$ cat src/rtl/cache_cpu_ctrl.sv
// cache_cpu_ctrl: CPU-side MSI controller for a private direct-mapped cache.
// Serves CPU requests, broadcasts misses/upgrades, writes back dirty victims.
module cache_cpu_ctrl #(
  parameter int NUM_LINES = 4,
  parameter int ADDR_W    = 6,
  parameter int DATA_W    = 8,
  parameter int IDX_W     = $clog2(NUM_LINES)
) (
  input  logic              clock,
  input  logic              reset,
  input  logic              cpu_req,
  input  logic              cpu_write,
  input  logic [ADDR_W-1:0] cpu_addr,
  input  logic [DATA_W-1:0] cpu_wdata,
  output logic              cpu_ready,
  output logic [DATA_W-1:0] cpu_rdata,
  output logic              bus_req,
  input  logic              bus_grant,
  output logic              bus_msg_valid,
  output logic              bus_readMiss,
  output logic              bus_writeMiss,
  output logic              bus_invalidate,
  output logic [ADDR_W-1:0] bus_addr,
  output logic              mem_wb_valid,
  output logic [ADDR_W-1:0] mem_wb_addr,
  output logic [DATA_W-1:0] mem_wb_data,
  input  logic              mem_rd_valid,
  input  logic [DATA_W-1:0] mem_rd_data,
  input  logic              snoop_valid,
  input  logic [IDX_W-1:0]  snoop_index,
  input  logic [1:0]        snoop_state,
  output logic [DATA_W-1:0] snoop_wb_data
);

  localparam int TAG_W = ADDR_W - IDX_W;

  localparam logic [1:0] INV = 2'b00;
  localparam logic [1:0] SHR = 2'b01;
  localparam logic [1:0] MOD = 2'b10;

  localparam logic [2:0] IDLE   = 3'd0;
  localparam logic [2:0] LOOKUP = 3'd1;
  localparam logic [2:0] WB     = 3'd2;
  localparam logic [2:0] ARB    = 3'd3;
  localparam logic [2:0] MSG    = 3'd4;
  localparam logic [2:0] FILL   = 3'd5;
  localparam logic [2:0] DONE   = 3'd6;

  logic [2:0]        fsm;
  logic [2:0]        fsmNext;
  logic              reqWrite;
  logic [ADDR_W-1:0] reqAddr;
  logic [DATA_W-1:0] reqWdata;

  logic [1:0]        lineState [NUM_LINES];
  logic [TAG_W-1:0]  lineTag   [NUM_LINES];
  logic [DATA_W-1:0] lineData  [NUM_LINES];

  logic [IDX_W-1:0]  idx;
  logic [TAG_W-1:0]  tag;
  logic [1:0]        curState;
  logic              tagMatch;
  logic              hit;
  logic              upgrade;

  assign idx      = reqAddr[IDX_W-1:0];
  assign tag      = reqAddr[ADDR_W-1:IDX_W];
  assign curState = lineState[idx];
  assign tagMatch = lineTag[idx] == tag;
  assign hit      = (curState != INV) && tagMatch;
  // An upgrade stays an invalidate only if no snoop took the line away.
  assign upgrade  = reqWrite && (curState == SHR) && tagMatch;

  // Controller state register.
  always_ff @(posedge clock or posedge reset) begin
    if (reset) fsm <= IDLE;
    else       fsm <= fsmNext;
  end

  // Next-state selection.
  always_comb begin
    fsmNext = fsm;
    unique case (fsm)
      IDLE:   if (cpu_req) fsmNext = LOOKUP;
      LOOKUP: begin
        if (hit && (!reqWrite || curState == MOD)) fsmNext = DONE;
        else if (!hit && curState == MOD)          fsmNext = WB;
        else                                       fsmNext = ARB;
      end
      WB:     fsmNext = ARB;
      ARB:    if (bus_grant) fsmNext = MSG;
      MSG:    fsmNext = upgrade ? DONE : FILL;
      FILL:   if (mem_rd_valid) fsmNext = DONE;
      DONE:   fsmNext = IDLE;
      default: fsmNext = IDLE;
    endcase
  end

  // Capture the CPU request when accepted.
  always_ff @(posedge clock or posedge reset) begin
    if (reset) begin
      reqWrite <= 1'b0;
      reqAddr  <= '0;
      reqWdata <= '0;
    end else if (fsm == IDLE && cpu_req) begin
      reqWrite <= cpu_write;
      reqAddr  <= cpu_addr;
      reqWdata <= cpu_wdata;
    end
  end

  // Line arrays; controller writes are ordered after snoop writes so they win.
  always_ff @(posedge clock or posedge reset) begin
    if (reset) begin
      for (int i = 0; i < NUM_LINES; i++) begin
        lineState[i] <= INV;
        lineTag[i]   <= '0;
        lineData[i]  <= '0;
      end
    end else begin
      if (snoop_valid) lineState[snoop_index] <= snoop_state;
      unique case (fsm)
        LOOKUP: begin
          if (reqWrite && hit && curState == MOD) lineData[idx] <= reqWdata;
        end
        WB: lineState[idx] <= INV;
        MSG: begin
          if (upgrade) begin
            lineData[idx]  <= reqWdata;
            lineState[idx] <= MOD;
          end
        end
        FILL: begin
          if (mem_rd_valid) begin
            lineTag[idx] <= tag;
            if (reqWrite) begin
              lineData[idx]  <= reqWdata;
              lineState[idx] <= MOD;
            end else begin
              lineData[idx]  <= mem_rd_data;
              lineState[idx] <= SHR;
            end
          end
        end
        default: ;
      endcase
    end
  end

  assign cpu_ready      = fsm == DONE;
  assign cpu_rdata      = (fsm == DONE) ? lineData[idx] : '0;
  assign bus_req        = (fsm == ARB) || (fsm == MSG);
  assign bus_msg_valid  = fsm == MSG;
  assign bus_invalidate = (fsm == MSG) && upgrade;
  assign bus_writeMiss  = (fsm == MSG) && reqWrite && !upgrade;
  assign bus_readMiss   = (fsm == MSG) && !reqWrite;
  assign bus_addr       = (fsm == MSG) ? reqAddr : '0;
  assign mem_wb_valid   = fsm == WB;
  assign mem_wb_addr    = (fsm == WB) ? {lineTag[idx], idx} : '0;
  assign mem_wb_data    = (fsm == WB) ? lineData[idx] : '0;
  assign snoop_wb_data  = lineData[snoop_index];

endmodule

$ cat config.mk
export PLATFORM = sky130hd
export DESIGN_NAME = cache_cpu_ctrl
export DESIGN_NICKNAME = d
export VERILOG_FILES = /design/src/rtl/cache_cpu_ctrl.sv
export SDC_FILE = /design/constraint.sdc
export NUM_CORES = 1
export LEC_CHECK = 0
export ABC_AREA = 1
export ABC_CLOCK_PERIOD_IN_PS = 2800
export CAP_MARGIN = 15
export CORE_ASPECT_RATIO = 2
export CORE_MARGIN = 2
export CORE_UTILIZATION = 55
export CTS_BUF_LIST = sky130_fd_sc_hd__clkbuf_16
export CTS_CLUSTER_DIAMETER = 200
export DETAILED_ROUTE_END_ITERATION = 8
export PLACE_DENSITY = 0.93
export SLEW_MARGIN = 40
export SYNTH_ARGS = -nofsm -noshare
export SYNTH_HDL_FRONTEND = slang
export SYNTH_SLANG_ARGS = --single-unit
$ cat constraint.sdc
create_clock -name clock -period 2.8 [get_ports clock]
set_input_delay 0.56 -clock clock [delete_from_list [all_inputs] [get_ports clock]]
set_output_delay 0.56 -clock clock [all_outputs]
set_load 0.05 [all_outputs]
==> results_dict.tcl, run 1 <==
set metrics [dict create \
    critPathMaxFanout 9 \
    synth_top_cell_area_share_pct 37.6 \
    synth_edf_count 0 \
    dr.first_iter.drc_count 971 \
    min-delay-start "lineData[5]$_DFFE_PP0P_" \
    overflow 0 \
    grt_first_pass_wirelength_um 29700 \
    cts_hold_buf 0 \
    synth_nets 723 \
    clkTransAtPathRegs_ns 0.05 \
    irDropWorstVdd_mv 0.756 \
    drt_wl_total_um 18900 \
    antenna_left 0 \
    synth.area.mux_share_pct 2.03 \
    worst_pin_slew_ns 0.680 \
    grt_usage_pct 39.9 \
    violations "design-rule violations" \
    cts_tree "built" \
    p_per_area_nw_per_um2 1260 \
    finalPower_mw 8.39 \
    synth_async_sr_flop_share_pct 100 \
    syn2layout_area_growth_pct 35.7 \
    hold_violations 0 \
    dp_hpwl_um 13000 \
    pin_count 76 \
    via_per_inst 6.77 \
    syn-instance-count 690 \
    cts.sinks 74 \
    clock_skew_ns 0.00489 \
    dr.pass1.iters 9 \
    clock-root-buffer "clkbuf_16" \
    yosys.area_share.adder_pct 0 \
    mappedNetlistArea_um2 4930 \
    cts.path.max_buffers 2 \
    end_kind "output port" \
    layout_worst_path_cycle_share_pct 99.5 \
    synthTopCellsByArea "dfrtp_1 38%, nand2_1 16%, nor2_1 5.7%" \
    die_w_um 70.9 \
    yosysMostFrequentCell "nand2_1" \
    diodes 0 \
    synth_area_per_cell_um2 7.14 \
    startpoint "snoop_index[0]" \
    status "complete, but fails checks" \
    ys_ff_latch 74 \
    wl_per_cell_um 21.4 \
    worstPathCellList "clkdlybuf4s50_1, inv_1, nor2_2, a22oi_1, o221ai_1, buf_12" \
    place_congestion 1.11 \
    critical_path_buf_inv_count 3 \
    routed-via-count 5992 \
    clock.fmax_mhz 359 \
    maxCapViolations 0 \
    grt_max_degree 53 \
    die_h_um 138 \
    slew_violations 0 \
    start_util_pct 57.0 \
    hp-class "reg -> reg" \
    finalCriticalPeriod_ns 2.79 \
    place_inst 864 \
    synth_xor_area_share_pct 0 \
    worstPathArrival_ns 2.23 \
    critPathRequiredTime_ns 2.24 \
    synth_cell_types 37 \
    clk_latency_ns 0.35 \
    portBuffers 75 \
    first_global_vias 5964 \
    cp_slowest_stage_delay_ns 0.54 \
    synth_compound_area_share_pct 18.5 \
    holdPathStages 2 \
    fin_nets 813 \
    synth-simple-area-share_pct 33.4 \
    maxSlewHeadroom_pct 54.2 \
    critPathTopFamily "buffers and inverters" \
    drive_gt1_share_pct 18.0 \
    r2r-start "reqAddr[0]$_DFFE_PP0P_" \
    cts_inserted_buffers 9 \
    coreArea_um2 8650 \
    synth_ff_type "dfrtp_1" \
    p_leak_nw 3.10 \
    setup_viol 0 \
    utilization_pct 77.3 \
    drc 7 \
    timing_worst_setup_path_type "in -> out" \
    startpoint_type "primary input" \
    slowest_stage "clkdlybuf4s50_1" \
    final_cells 885 \
    yosys_warnings 0 \
    grt_antenna_before_repair 0 \
    ys_top_cells_by_count "207 x nand2_1, 75 x nor2_1, 74 x dfrtp_1, 61 x inv_1, 47 x o21ai_0" \
    r2r_cells 14 \
    synth_top_family_by_area "simple AND/OR/NAND/NOR gates" \
    die_area_um2 9780 \
    htree_levels 3 \
    seq_area_frac_synth_pct 37.6 \
    cp.depth 6 \
    synth_area_leader_cell "dfrtp_1" \
    reg2reg_slack_ns 0.35 \
    num_rows 48 \
]
report_power, final:
part / leakage, nW / switching (mW) / internal, mW
Combinational: 2.05 / 3.25 / 1.83
Clock: 0.154 / 0.461 / 0.770
Sequential: 0.901 / 0.507 / 1.58
Total: 3.10 / 4.22 / 4.18
repair_timing:
item | 4_1_cts | 5_1_grt
pin swaps | 0 | 1
endpoints found under the setup margin | 15 | 19
resized for setup | 1 | 8
gates cloned | 0 | 0
endpoints found under the hold margin | 0 | 0
buffers inserted | 0 | 5
final timing paths:
kind / endpoint
max: snoop_wb_data[5]
min: lineData[5]$_DFFE_PP0P_
max reg2reg: lineData[26]$_DFFE_PP0P_
max in group asynchronous: reqAddr[1]$_DFFE_PP0P_
min reg2reg: lineData[5]$_DFFE_PP0P_
min in group asynchronous: lineData[17]$_DFFE_PP0P_
sequential cells by signal, summed over array words and instances (netlist names):
signal and cells:
lineState 8, reqAddr 6, lineTag 16, reqWrite 1, lineData 32, reqWdata 8, fsm 3
area by class of cell:
class / instances / area (um2)
fillers: 567 / 1960
well taps: 100 / 125
clock inverters: 7 / 85.1
clock buffers: 9 / 225
flip-flops and latches: 74 / 1850
inverters: 69 / 262
multi-input cells: 518 / 2700
repair buffers: 108 / 1430
cell families after synthesis:
| family | after synthesis |
|---|---|
| AO/OA/AOI/OAI | 140 |
| buffers and inverters | 98 |
| multiplexers | 9 |
| flip-flops | 74 |
| AND/OR/NAND/NOR | 369 |
tightest hold or removal path, stage by stage, from the launching register on:
cell	delay, ns
dfrtp_1	0.34
nand2_1	0.05
nand2_1	0.05
through the flow:
step           instance area, um2  worst slack (ns)  hold WS (ns)  TNS, ns
3_3_place_gp                 6310             0.217         0.458        0
5_1_grt                      6690           -0.0211         0.485  -0.0211
3_5_place_dp                 6310            0.0747         0.463        0
4_1_cts                      6620            0.0503         0.475        0
2_1_floorplan                4940          -0.00182         0.442  -0.0127
6_report                     6690            0.0135         0.475        0
cell usage in the layout, fill, tap and decap left out, drive strengths merged, types with 13 or more instances in the layout:
cell type	instances
clkdlybuf4s50	34
a21oi	13
o32ai	13
inv	66
nor2	83
buf	74
nand3	24
dfrtp	74
o22ai	27
nand4	39
o21ai	50
nand2	214
layer usage:
| layer | track usage [%] | vias up | part of all wire, % |
|---|---|---|---|
| met1 | 41.8 | 2640 | 29 |
| met2 | 65.6 | 585 | 47 |
| met4 | 35.5 | 0 | 12 |
| li1 | - | 2536 | - |
| met3 | 9.08 | 231 | 12 |
| met5 | 0 | - | 0 |
No activity file was read; power rests on OpenSTA's default activity.
==> run 2: changes to the inputs <==
Settings changed: ABC_CLOCK_PERIOD_IN_PS 2800 to 2700.
Clock period 2.8 ns to 2.7 ns, I/O delays scaled along.
==> results_dict.tcl, run 2 (synthesized netlist as in run 1, its figures left out) <==
set metrics [dict create \
    cts_tree "built" \
    setup_tns_ns -0.184 \
    clock_skew_ns 0.00674 \
    setup_viol 4 \
    rsz0062_at_grt "true" \
    layout_worst_path_cycle_share_pct 102 \
    syn2layout_area_growth_pct 37.9 \
    violations "design-rule violations, negative setup slack" \
    overflow 0 \
    irDropWorstVdd_mv 0.862 \
    drt_wl_total_um 20200 \
    holdWs_ns 0.372 \
    finalCriticalPeriod_ns 2.76 \
    start_util_pct 57.0 \
    cts.path.max_buffers 2 \
    largest_reg_flops 32 \
    end_kind "output port" \
    fill_cells 521 \
    reg.largest.list "lineData (32), lineTag (16)" \
    final_cell_mix "207 x nand2_1, 72 x dfrtp_1, 71 x nor2_1, 60 x inv_1, 46 x o21ai_0" \
    status "complete, but fails checks" \
    die_h_um 138 \
    critPathRequiredTime_ns 2.16 \
    num_rows 48 \
    diodes 0 \
    multi_input_area_um2 2770 \
    dr.pass1.iters 9 \
    seq_power_share_pct 24.4 \
    place_congestion 1.11 \
    dr.first_iter.drc_count 1140 \
    clock-root-buffer "clkbuf_16" \
    clock.fmax_mhz 363 \
    power_switching_share_pct 51.2 \
    hold_violations 0 \
    top_register "lineData" \
    fin_ws_ns -0.0560 \
    cts.sinks 74 \
    final_common_cell "nand2_1" \
    clkTransAtPathRegs_ns 0.06 \
    portBuffers 75 \
    timing_worst_setup_path_type "reg -> out" \
    die_area_um2 9780 \
    via_per_inst 7.03 \
    slew_violations 0 \
    routed-via-count 6277 \
    die_w_um 70.9 \
    critPathMaxFanout 6 \
    grt_usage_pct 39.9 \
    grt_first_pass_wirelength_um 29700 \
    cpMostUsedCell "nand2_1" \
    clk_latency_ns 0.34 \
    regArea_um2 1850 \
    drive_gt1_share_pct 20.4 \
    grt_max_degree 53 \
    first_global_vias 6052 \
    pin_count 76 \
    p_int_mw 4.35 \
    place_inst 868 \
    worstPathArrival_ns 2.22 \
    critPathTopFamily "simple AND/OR/NAND/NOR gates" \
    cts_inserted_buffers 9 \
    startpoint_type "flip-flop" \
    hp-class "in -> async" \
    worstPathCellList "buf_4, nor2_4, nand2_1, nand2_1, o21ai_1, nor2_2, nand3_4, inv_1, nand2_1, inv_2, buf_12" \
    wl_per_cell_um 22.7 \
    maxCapViolations 0 \
    comb_power_share_pct 62.1 \
    final_cells 893 \
    maxSlewHeadroom_pct 50.4 \
    p_per_area_nw_per_um2 1310 \
    p_clk_share_pct 13.4 \
    cp_slowest_stage_delay_ns 0.49 \
    slowest_stage "dfrtp_2" \
    grt_antenna_before_repair 0 \
    drc 17 \
    antenna_left 0 \
    fin_nets 821 \
    htree_levels 3 \
    worst_pin_slew_ns 0.743 \
    p_switching_mw 4.57 \
    coreArea_um2 8650 \
    critical_path_buf_inv_count 4 \
    dp_hpwl_um 12900 \
    p_leak_nw 3.15 \
]
==> run 2: what timing repair did <==
item | in CTS | in global routing
pin swaps | 0 | 5
setup endpoints to repair | 18 | 22
gates resized for setup | 3 | 22
hold buffers | 0 | 0
buffers inserted | 2 | 7
==> run 2: area by class of cell <==
cell class	count	area share (%)
Clock buffer	9	3.31
Clock inverter	7	0.902
Inverter	69	3.90
Multi-Input combinational cell	518	40.8
Sequential cell	74	27.3
Tap cell	100	1.84
Timing Repair Buffer	116	22.0
==> run 2: stage by stage <==
| stage | util [%] | total power, mW | cell area (um2) | worst slack [ns] |
|---|---|---|---|---|
| floorplan | - | 5.33 | 4940 | -0.0818 |
| global placement | 73.3 | 6.81 | 6340 | 0.185 |
| detailed placement | 73.3 | 7.04 | 6340 | 0.0367 |
| CTS | 76.7 | 8.29 | 6640 | 0.0102 |
| global route | 78.6 | 9.33 | 6790 | -0.144 |
| finish | 78.6 | 8.92 | 6790 | -0.0560 |
==> run 2: power by group through the flow <==
stage / registers, mW / clock network [mW] / logic [mW]
CTS: 2.10 / 1.18 / 5.02
floorplan: 1.93 / 0 / 3.41
global route: 2.20 / 1.23 / 5.89
finish: 2.18 / 1.20 / 5.54
detailed placement: 2.11 / 0 / 4.93
global placement: 2.08 / 0 / 4.74
==> run 2: worst paths after layout <==
path	from	to	slack (ns)	cells past startpoint
min in group clock	lineData[4]$_DFFE_PP0P_	lineData[4]$_DFFE_PP0P_	0.48	2
worst min-delay path	reset	lineState[0]$_DFF_PP0_	0.37	2
max in group asynchronous	reset	reqAddr[1]$_DFFE_PP0P_	1.83	3
worst max-delay path	reqAddr[0]$_DFFE_PP0P_	bus_invalidate	-0.06	11
worst max register to register	reqAddr[1]$_DFFE_PP0P_	lineData[27]$_DFFE_PP0P_	0.10	13
worst min register to register	lineData[4]$_DFFE_PP0P_	lineData[4]$_DFFE_PP0P_	0.48	2
==> run 2: metal layers <==
metal	vias up	wire (um)	part of all wire [%]	GRT usage, %
met5	-	0	0	0
met4	0	2150	11	32.8
met3	246	2400	12	9.30
met2	672	9700	48	67.5
met1	2798	5980	30	41.2
li1	2561	-	-	-
==> run 2: worst register-to-register path, delay by kind of cell, from the launching register on <==
family | cells | cell delay, ns
buffers and inverters | 2 | 0.13
and+or+nand+nor | 11 | 1.88
DFF | 1 | 0.48
